===== config.mk =====
export PLATFORM = sky130hd
export DESIGN_NAME = lfsr_decrypt_engine_flat
export DESIGN_NICKNAME = d
export VERILOG_FILES = /design/src/rtl/lfsr_pkg.sv /design/src/rtl/lfsr_decrypt_engine_if.sv /design/src/rtl/lfsr_decrypt_engine_lfsr7_step.sv /design/src/rtl/lfsr_decrypt_engine.sv /design/src/flat_wrapper.sv
export SDC_FILE = /design/constraint.sdc
export NUM_CORES = 1
export LEC_CHECK = 0
export BUFFER_PORTS_ARGS = -buffer_cell sky130_fd_sc_hd__buf_2
export CAP_MARGIN = 20
export CORE_MARGIN = 2
export CORE_UTILIZATION = 58
export CTS_CLUSTER_DIAMETER = 40
export DETAILED_ROUTE_END_ITERATION = 7
export PLACE_DENSITY = 0.8
export REMOVE_ABC_BUFFERS = 1
export SYNTH_ARGS = -nofsm -noshare
export SYNTH_HDL_FRONTEND = slang
export SYNTH_SLANG_ARGS = --single-unit
export TNS_END_PERCENT = 5

===== constraint.sdc =====
create_clock -name Clk -period 2.6 [get_ports Clk]
set_input_delay 0.13 -clock Clk [delete_from_list [all_inputs] [get_ports Clk]]
set_output_delay 0.13 -clock Clk [all_outputs]
set_load 0.1 [all_outputs]

===== src/rtl/lfsr_pkg.sv =====
// Shared definitions for the LFSR decrypt engine: FSM state encoding,
// LFSR width, the preamble character and the LFSR next-state function.
package lfsr_pkg;

  localparam int         LFSR_W     = 7;
  localparam logic [7:0] SPACE_CHAR = 8'h20;

  typedef enum logic [2:0] {
    IDLE,
    SEED,
    LOAD_TAP,
    CHECK,
    DEC_RD,
    DEC_WR,
    DONE,
    FAIL
  } state_e;

  // Shift left by one and feed the parity of the tapped bits into bit 0.
  function automatic logic [LFSR_W-1:0] lfsr_next(input logic [LFSR_W-1:0] state,
                                                  input logic [LFSR_W-1:0] tap);
    return {state[LFSR_W-2:0], ^(state & tap)};
  endfunction

endpackage


===== src/rtl/lfsr_decrypt_engine_if.sv =====
// Data-memory bus driven by the decrypt engine: combinational read,
// synchronous write, one shared address.
interface lfsr_decrypt_engine_if;
  logic [7:0] MemAddr;
  logic       MemWrEn;
  logic [7:0] MemWrData;
  logic [7:0] MemRdData;

  modport master (output MemAddr, MemWrEn, MemWrData, input MemRdData);
  modport slave  (input MemAddr, MemWrEn, MemWrData, output MemRdData);
endinterface


===== src/rtl/lfsr_decrypt_engine_lfsr7_step.sv =====
// Combinational 7-bit LFSR next-state generator; kept separate so an
// encrypt engine can reuse the same keystream definition.
module lfsr7_step
  import lfsr_pkg::*;
(
  input  logic [LFSR_W-1:0] state,
  input  logic [LFSR_W-1:0] tap,
  output logic [LFSR_W-1:0] state_next
);

  assign state_next = lfsr_next(state, tap);

endmodule


===== src/rtl/lfsr_decrypt_engine.sv =====
// LFSR decrypt engine: recovers the seed from a space preamble, searches the
// tap list for the first tap that reproduces the preamble, then writes the
// plaintext back at two cycles per byte.
// Optional feature macro: PARITY_CHECK_EN (bit 7 of each encrypted byte
// carries even parity over bits 6:0; bad bytes are flagged and set Error).
module lfsr_decrypt_engine
  import lfsr_pkg::*;
#(
  parameter logic [7:0] MSG_BASE = 8'd0,
  parameter logic [7:0] ENC_BASE = 8'd64,
  parameter int         MSG_LEN  = 64,
  parameter logic [7:0] TAP_BASE = 8'd130,
  parameter int         NUM_TAPS = 9,
  parameter int         PRE_LEN  = 4,
  parameter logic [7:0] SPACE    = SPACE_CHAR
) (
  input  logic                        Clk,
  input  logic                        Reset,
  input  logic                        Start,
  output logic                        Busy,
  output logic                        Done,
  output logic                        Error,
  output logic [3:0]                  TapIdx,
  lfsr_decrypt_engine_if.master       mem
);

`ifdef PARITY_CHECK_EN
  localparam bit PARITY_EN = 1'b1;
`else
  localparam bit PARITY_EN = 1'b0;
`endif

  localparam logic [7:0] PRE_LAST = 8'(PRE_LEN - 1);
  localparam logic [7:0] MSG_LAST = 8'(MSG_LEN - 1);
  localparam logic [3:0] TAP_LAST = 4'(NUM_TAPS - 1);

  state_e              state_q, state_d;
  logic [LFSR_W-1:0]   seed_q, s_q, tap_q;
  logic [3:0]          t_q, tap_idx_q;
  logic [7:0]          k_q, d_q;
  logic                error_q;

  logic [LFSR_W-1:0]   rd7;
  logic                parity_ok;
  logic                pre_match;
  logic [LFSR_W-1:0]   step_in, step_tap, step_out;
  logic [7:0]          addr;
  logic                wr_en;
  logic [7:0]          wr_data;

  assign rd7       = mem.MemRdData[LFSR_W-1:0];
  assign parity_ok = !PARITY_EN || (mem.MemRdData[7] == ^rd7);
  assign pre_match = parity_ok && ((rd7 ^ s_q) == SPACE[LFSR_W-1:0]);

  // While loading a tap the first step starts from the seed with the tap
  // still on the read bus; every other step advances the running state.
  assign step_in  = (state_q == LOAD_TAP) ? seed_q : s_q;
  assign step_tap = (state_q == LOAD_TAP) ? rd7    : tap_q;

  lfsr7_step u_step (
    .state      (step_in),
    .tap        (step_tap),
    .state_next (step_out)
  );

  // State register.
  always_ff @(posedge Clk) begin
    // NOTE: sequential state uses non-blocking assignments so every register
    // samples pre-edge values regardless of block evaluation order.
    if (Reset) state_q <= IDLE;
    else       state_q <= state_d;
  end

  // Next-state decode and memory bus drive.
  always_comb begin
    // NOTE: every output gets a default first so no path infers a latch.
    state_d = state_q;
    addr    = 8'd0;
    wr_en   = 1'b0;
    wr_data = 8'd0;
    unique case (state_q)
      IDLE:     if (Start) state_d = SEED;
      SEED: begin
        addr    = ENC_BASE;
        state_d = LOAD_TAP;
      end
      LOAD_TAP: begin
        addr    = TAP_BASE + {4'd0, t_q};
        state_d = CHECK;
      end
      CHECK: begin
        addr = ENC_BASE + k_q;
        if (pre_match) begin
          if (k_q == PRE_LAST) state_d = DEC_RD;
        end else if (t_q == TAP_LAST) begin
          state_d = FAIL;
        end else begin
          state_d = LOAD_TAP;
        end
      end
      DEC_RD: begin
        addr    = ENC_BASE + k_q;
        state_d = DEC_WR;
      end
      DEC_WR: begin
        addr    = MSG_BASE + k_q;
        wr_en   = 1'b1;
        wr_data = d_q;
        state_d = (k_q == MSG_LAST) ? DONE : DEC_RD;
      end
      DONE:     state_d = IDLE;
      FAIL:     state_d = IDLE;
      default:  state_d = IDLE;
    endcase
  end

  // Seed, tap search, keystream and byte counters advanced per state.
  always_ff @(posedge Clk) begin
    if (Reset) begin
      seed_q    <= '0;
      s_q       <= '0;
      tap_q     <= '0;
      t_q       <= '0;
      k_q       <= '0;
      d_q       <= '0;
      error_q   <= 1'b0;
      tap_idx_q <= '0;
    end else begin
      unique case (state_q)
        IDLE:     if (Start) error_q <= 1'b0;
        SEED: begin
          seed_q <= rd7 ^ SPACE[LFSR_W-1:0];
          t_q    <= '0;
        end
        LOAD_TAP: begin
          tap_q <= rd7;
          s_q   <= step_out;
          k_q   <= 8'd1;
        end
        CHECK: begin
          if (pre_match) begin
            if (k_q == PRE_LAST) begin
              s_q <= seed_q;
              k_q <= 8'd0;
            end else begin
              s_q <= step_out;
              k_q <= k_q + 8'd1;
            end
          end else if (t_q == TAP_LAST) begin
            error_q <= 1'b1;
          end else begin
            t_q <= t_q + 4'd1;
          end
        end
        DEC_RD: begin
          d_q <= {~parity_ok, rd7 ^ s_q};
          if (!parity_ok) error_q <= 1'b1;
        end
        DEC_WR: begin
          s_q <= step_out;
          if (k_q == MSG_LAST) tap_idx_q <= t_q;
          else                 k_q       <= k_q + 8'd1;
        end
        default: ;
      endcase
    end
  end

  assign Busy          = (state_q != IDLE);
  assign Done          = (state_q == DONE);
  assign Error         = error_q;
  assign TapIdx        = tap_idx_q;
  assign mem.MemAddr   = addr;
  assign mem.MemWrEn   = wr_en;
  assign mem.MemWrData = wr_data;

endmodule


===== src/flat_wrapper.sv =====
// flat-port wrapper written by rule: the top's interface ports become plain ports
module lfsr_decrypt_engine_flat import lfsr_pkg::*;
#(
  parameter logic [7:0] MSG_BASE = 8'd0,
  parameter logic [7:0] ENC_BASE = 8'd64,
  parameter int         MSG_LEN  = 64,
  parameter logic [7:0] TAP_BASE = 8'd130,
  parameter int         NUM_TAPS = 9,
  parameter int         PRE_LEN  = 4,
  parameter logic [7:0] SPACE    = SPACE_CHAR
)
  (Clk, Reset, Start, Busy, Done, Error, TapIdx, mem_MemAddr, mem_MemWrEn, mem_MemWrData, mem_MemRdData);
  lfsr_decrypt_engine_if mem_i ();
  input  logic Clk;
  input  logic Reset;
  input  logic Start;
  output logic Busy;
  output logic Done;
  output logic Error;
  output logic [3:0] TapIdx;
  output wire logic [$bits(mem_i.MemAddr)-1:0] mem_MemAddr;
  output wire logic [$bits(mem_i.MemWrEn)-1:0] mem_MemWrEn;
  output wire logic [$bits(mem_i.MemWrData)-1:0] mem_MemWrData;
  input wire logic [$bits(mem_i.MemRdData)-1:0] mem_MemRdData;
  assign mem_MemAddr = mem_i.MemAddr;
  assign mem_MemWrEn = mem_i.MemWrEn;
  assign mem_MemWrData = mem_i.MemWrData;
  assign mem_i.MemRdData = mem_MemRdData;
  lfsr_decrypt_engine #(.MSG_BASE(MSG_BASE), .ENC_BASE(ENC_BASE), .MSG_LEN(MSG_LEN), .TAP_BASE(TAP_BASE), .NUM_TAPS(NUM_TAPS), .PRE_LEN(PRE_LEN), .SPACE(SPACE)) u_core (.Clk(Clk), .Reset(Reset), .Start(Start), .Busy(Busy), .Done(Done), .Error(Error), .TapIdx(TapIdx), .mem(mem_i));
endmodule

After elaboration in Yosys (flattened, before gate mapping):

Cells that the tools add are included.

* reduce and logical (&&, ||, !) cells: 16
* bitwise gates (word level): 3
* equal/unequal tests: 18
* mux-type cells: 25
* add/subtract/negate cells: 4

Operator list (count)
* 7-bit 2-to-1 mux: 5
* 8-bit one-hot mux with 4 select lines: 1
* 8-bit 2-to-1 mux: 3
* 8-bit one-hot mux with 3 select lines: 1
* 3-bit one-hot mux with 7 select lines: 1
* 7-bit one-hot mux with 2 select lines: 1
* 3-bit equality test, second input constant: 4
* 3-bit 2-to-1 mux: 4
* 7-bit by 8-bit adder with 8-bit output, first input constant: 1
* 8-bit by 1-bit adder with 8-bit output, second input constant: 1
* 8-bit by 4-bit adder with 8-bit output, first input constant: 1
* 8-bit by 2-bit equality test with 1-bit output, second input constant: 1
* 8-bit by 6-bit equality test with 1-bit output, second input constant: 1
* 4-bit 2-to-1 mux: 2
* 2-bit != test, second input constant: 4
* 4-bit one-hot mux with 2 select lines: 1
* 7-bit bitwise AND: 1
* 7-bit by 6-bit equality test with 1-bit output, second input constant: 1
* 7-bit XOR reduction: 1
* 7-bit XOR: 1
* 3-bit by 2-bit equality test with 1-bit output, second input constant: 2
* 2-bit AND reduction: 3
* 3-bit AND reduction: 2
* 2-bit nonzero test: 3
* other kinds (13): 20

* input port bits: 11
* word-level logic and storage cells: 75
* register bits: 48

Logic depth before layout (Yosys ltp):

* depth in word-level cells: 7
* mapped depth: 10

Modules after synthesis:

A second synthesis with hierarchy kept.

* cells, all modules: 319
* area, all modules: 2810.2 sq um

Modules (own cells, without submodules)
* lfsr_decrypt_engine: area an instance 2676.3 sq um, seq. area each 960.9 sq um, cells each 302, instances 1
* lfsr7_step: area an instance 133.9 sq um, seq. area each 0.0 sq um, cells each 17, instances 1

Worst setup path after synthesis:

No wires, ideal clock.

* kind: register -> output
* from: register u_core.state_q[0]
* to: output port mem_MemAddr[0]
* path buffers: 2
* path slack: -0.831 ns
* data arrival time: 3.301 ns
* stages on the path, launching flop included: 5
* cell sequence: dfxtp_1 -> clkbuf_1 -> clkbuf_1 -> mux2i_1 -> o21ai_0

* longest elaborated chain between the ends: 3

RTL lines
* from (decl): line lfsr_decrypt_engine.sv:37 `state_e state_q, state_d;`
* from (signal assigned): line lfsr_decrypt_engine.sv:71 `else state_q <= state_d;`
* 3-bit by 2-bit equality test with 1-bit output / 3-bit equality test (equally long branches): line lfsr_decrypt_engine.sv:81 `unique case (state_q)`
* 2-bit OR reduction (no line)
* 8-bit one-hot mux with 4 select lines *: line lfsr_decrypt_engine.sv:81
* to (decl): line flat_wrapper.sv:21 `output wire logic [$bits(mem_i.MemAddr)-1:0] mem_MemAddr;`

Mark *: on every way between the ends. The rest lies on a longest branch, timed or not.

Worst setup path after layout:

* from: register u_core.state_q[0]
* to: output port mem_MemAddr[6]

The elaborated chain is that of the path after synthesis.

==> impl_metrics.yaml <==
critical_path:
  timing.critical_path.slowest_cell_delay_ns: 0.73
  worstSetupStartpoint: "u_core.state_q[0]"
  timing.critical_path.arrival_ns: 2.25
  critical_path_class: "flop to output pin"
  critical_path.slowest_cell: "sky130_fd_sc_hd__dfxtp_1"
  r2r.worst_path.cells: 6
  reg2reg_slack_ns: 0.49
  r2r_start: "u_core.state_q[0]"
  reg2reg_to: "u_core.k_q[3]"
  critical_path_depth: 4
  critical_path.startpoint_type: "flop"
  worst_ep_required_time_ns: 2.47
  top_cell_family_by_delay_on_the_critical_path: "flip-flops"
  timing.critical_path.to: "mem_MemAddr[6]"
  crit_chain: "nand2b_1 -> o21a_1 -> o21ai_0 -> buf_2"
  worst-path-max-fanout: 17
  cp-end-kind: "output pin"
  critPathBufInv: 1
clocking:
  path_clk_slew_ns: 0.09
  cts.root.buffer_cell: "sky130_fd_sc_hd__clkbuf_8"
  cts.sinks: 48
  hold_buffers: 0
  tritoncts: "built"
  insertion_delay_ns: 0.30
  cts_post_setup_buffers_inserted: 0
  numCtsBuffers: 5
  clock_path_buffers: 2
  ctsHtreeMaxLevel: 2
  cts_repair_resized_insts: 0
synthesis:
  synth.lib_cells_used.distinct: 49
  postSynthRegisterBits: 48
  synth.yosys.warnings: 0
  synth_edf_count: 0
  post-synth-top-count-cell: "sky130_fd_sc_hd__nand2_1"
  synth.largest_area_cell: "sky130_fd_sc_hd__dfxtp_1"
  synth.area.top_cells: "sky130_fd_sc_hd__dfxtp_1 36%, sky130_fd_sc_hd__nand2_1 8.3%, sky130_fd_sc_hd__xnor2_1 6.5%"
  primary_ff_master_synth: "sky130_fd_sc_hd__dfxtp_1"
  async_flop_share_pct: 0
  synthesis.area_per_instance_um2: 7.879
  netlist_instances: 343
  ys_seq_area_share_pct: 35.56
  yosys-top-cells-count: "60 x sky130_fd_sc_hd__nand2_1, 48 x sky130_fd_sc_hd__dfxtp_1, 45 x sky130_fd_sc_hd__nor2_1"
  synth.top_cell.area_share_pct: 35.56
  post_synth_instance_area_mm2: 0.002703
sta:
  timing.final.hold_violations: 0
  fin_worst_skew_ns: 0.006710
  worst_slew_pin_slew_ns: 0.7848
  finalMaxSlewViolations: 0
  setup_violations: 0
  setup_total_negative_slack_ns: 0
  slew_headroom_pct: 47.48
  fin_crit_sh_pct: 91.51
  finalWorstPathRequiredPeriod_ns: 2.379
  achievable-frequency_mhz: 420.3
  rsz_0062_raised_after_global_routing: "false"
placed_design:
  placedCellCount: 414
  port-buffer-count: 32
  place.gp.congestion: 0.8630
  dp_hpwl_um: 4366
min_path:
  min-delay-path-class: "input pin to flop"
  min_from: "Start"
  hold_path_depth: 2
route:
  vias_per_cell: 5.713
  antenna_left: 0
  route.final.wire_length_um: 5989
  dr.first_iter.drc_count: 168
  detailroute.via_count: 2411
  detail_route.drc_violations: 0
  drt-wirelength-per-cell_um: 14.19
  drt-pass1-iter-count: 4
power_and_ir_drop:
  ir_drop_uv: 363.4
  p_leak_nw: 1.174
  p_per_area_mw_per_mm2: 510.4
cells_and_area:
  post_layout_nonfiller_instances: 422
  num_antenna_cells: 0
  drive_above_1_share_pct: 15.41
  area_growth_pct: 11.02
  fin_nets: 385
run:
  max-cap-violations: 0
floorplanning:
  floorplan.rows: 24
  floorplan.core_area_mm2: 0.004414
  chipWidth_um: 72.26
  die_height_um: 72.26
  boundaryPins: 35
  initial_core_util_pct: 61.22
  die-area_mm2: 0.005222
global_route:
  grt_max_degree: 23
  number_of_antenna_violations_at_the_first_check_in_global_routing: 0
  wire_length_of_the_first_global_routing_pass_um: 10410
  overflow: 0
  global_route.usage.total_pct: 25.20
  via_count_of_the_first_global_routing_pass: 2316
status:
  run_status: "completed"
## registers in the layout, indices dropped and copies added, names as in the netlist
name	count
u_core.TapIdx	4
u_core.k_q	8
u_core.s_q	7
u_core.t_q	4
u_core.d_q	7
u_core.seed_q	7
u_core.tap_q	7
u_core.state_q	3
u_core.Error	1
## worst register-to-register path, cell delays in order, from the launching register on
cell	delay [ns]
sky130_fd_sc_hd__dfxtp_1	0.73
sky130_fd_sc_hd__buf_4	0.28
sky130_fd_sc_hd__and2_1	0.25
sky130_fd_sc_hd__a21boi_2	0.41
sky130_fd_sc_hd__nor2_1	0.12
sky130_fd_sc_hd__xnor2_1	0.16
sky130_fd_sc_hd__nor2_1	0.05
## cells by family (layout without fill, tap and decap cells)
| family | after synthesis | in the layout | share of synthesized area (%) |
|---|---|---|---|
| muxes | 15 | 15 | 5.555 |
| adders and majority gates | 5 | 5 | 2.315 |
| buffers and inverters | 29 | 56 | 4.630 |
| AOI/OAI and AO/OA | 75 | 75 | 17.41 |
| other | 1 | 1 | 0.1388 |
| DFF | 48 | 48 | 35.56 |
| xor gates and xnor gates | 25 | 25 | 9.121 |
| and+or+nand+nor | 145 | 145 | 25.28 |
## layout make-up
class / count / area, um^2
sequential: 48 / 960.9
timing repair buffer: 40 / 220.2
tap: 52 / 65.06
multi-input combinational: 266 / 1617
inverter: 8 / 30.03
clock buffer: 6 / 72.57
clock inverter: 2 / 35.03
fill: 381 / 1414
## placed cells by master (no fill, tap or decap), types with 8 or more instances in the layout
cell,count
sky130_fd_sc_hd__buf_4,8
sky130_fd_sc_hd__dfxtp_1,48
sky130_fd_sc_hd__buf_2,32
sky130_fd_sc_hd__xnor2_1,20
sky130_fd_sc_hd__a21oi_1,26
sky130_fd_sc_hd__nand2_1,60
sky130_fd_sc_hd__a211oi_1,12
sky130_fd_sc_hd__o21ai_0,16
sky130_fd_sc_hd__mux2i_1,15
sky130_fd_sc_hd__nor2_1,45
sky130_fd_sc_hd__and2_1,10
## worst min path at each step
stage	endpoint	slack, ns
3_5_place_dp	u_core.Error	0.35
5_1_grt	u_core.Error	0.03
2_1_floorplan	u_core.k_q[0]	0.20
3_3_place_gp	u_core.Error	0.34
4_1_cts	u_core.Error	0.02
6_report	u_core.Error	0.02
## where the power goes
group	total, mW	internal (mW)	switching, mW
sequential	0.778	0.753	0.0247
clock	0.535	0.286	0.250
combinational	0.218	0.0683	0.150
## through the flow
step	util, %	setup WS [ns]	total power, mW	hold WS, ns	area (um^2)
floorplan	-	-0.8278	0.9416	0.1991	2608
global placement	65.53	0.5307	1.007	0.3439	2893
detailed placement	65.53	0.5083	1.013	0.3466	2893
CTS	67.97	0.2013	1.535	0.02010	3000
global route	67.97	0.08120	1.588	0.02507	3000
finish	67.97	0.2208	1.532	0.02163	3000
## per-layer routing
metal  vias to the layer above  wire [um]  track usage [%]
met5                         -          0                0
met3                        14        288            4.306
met1                      1123       2798            33.68
li1                       1209          -                -
met4                         0        127            9.853
met2                        65       2776            40.67
(Power assumes the default switching activity.)
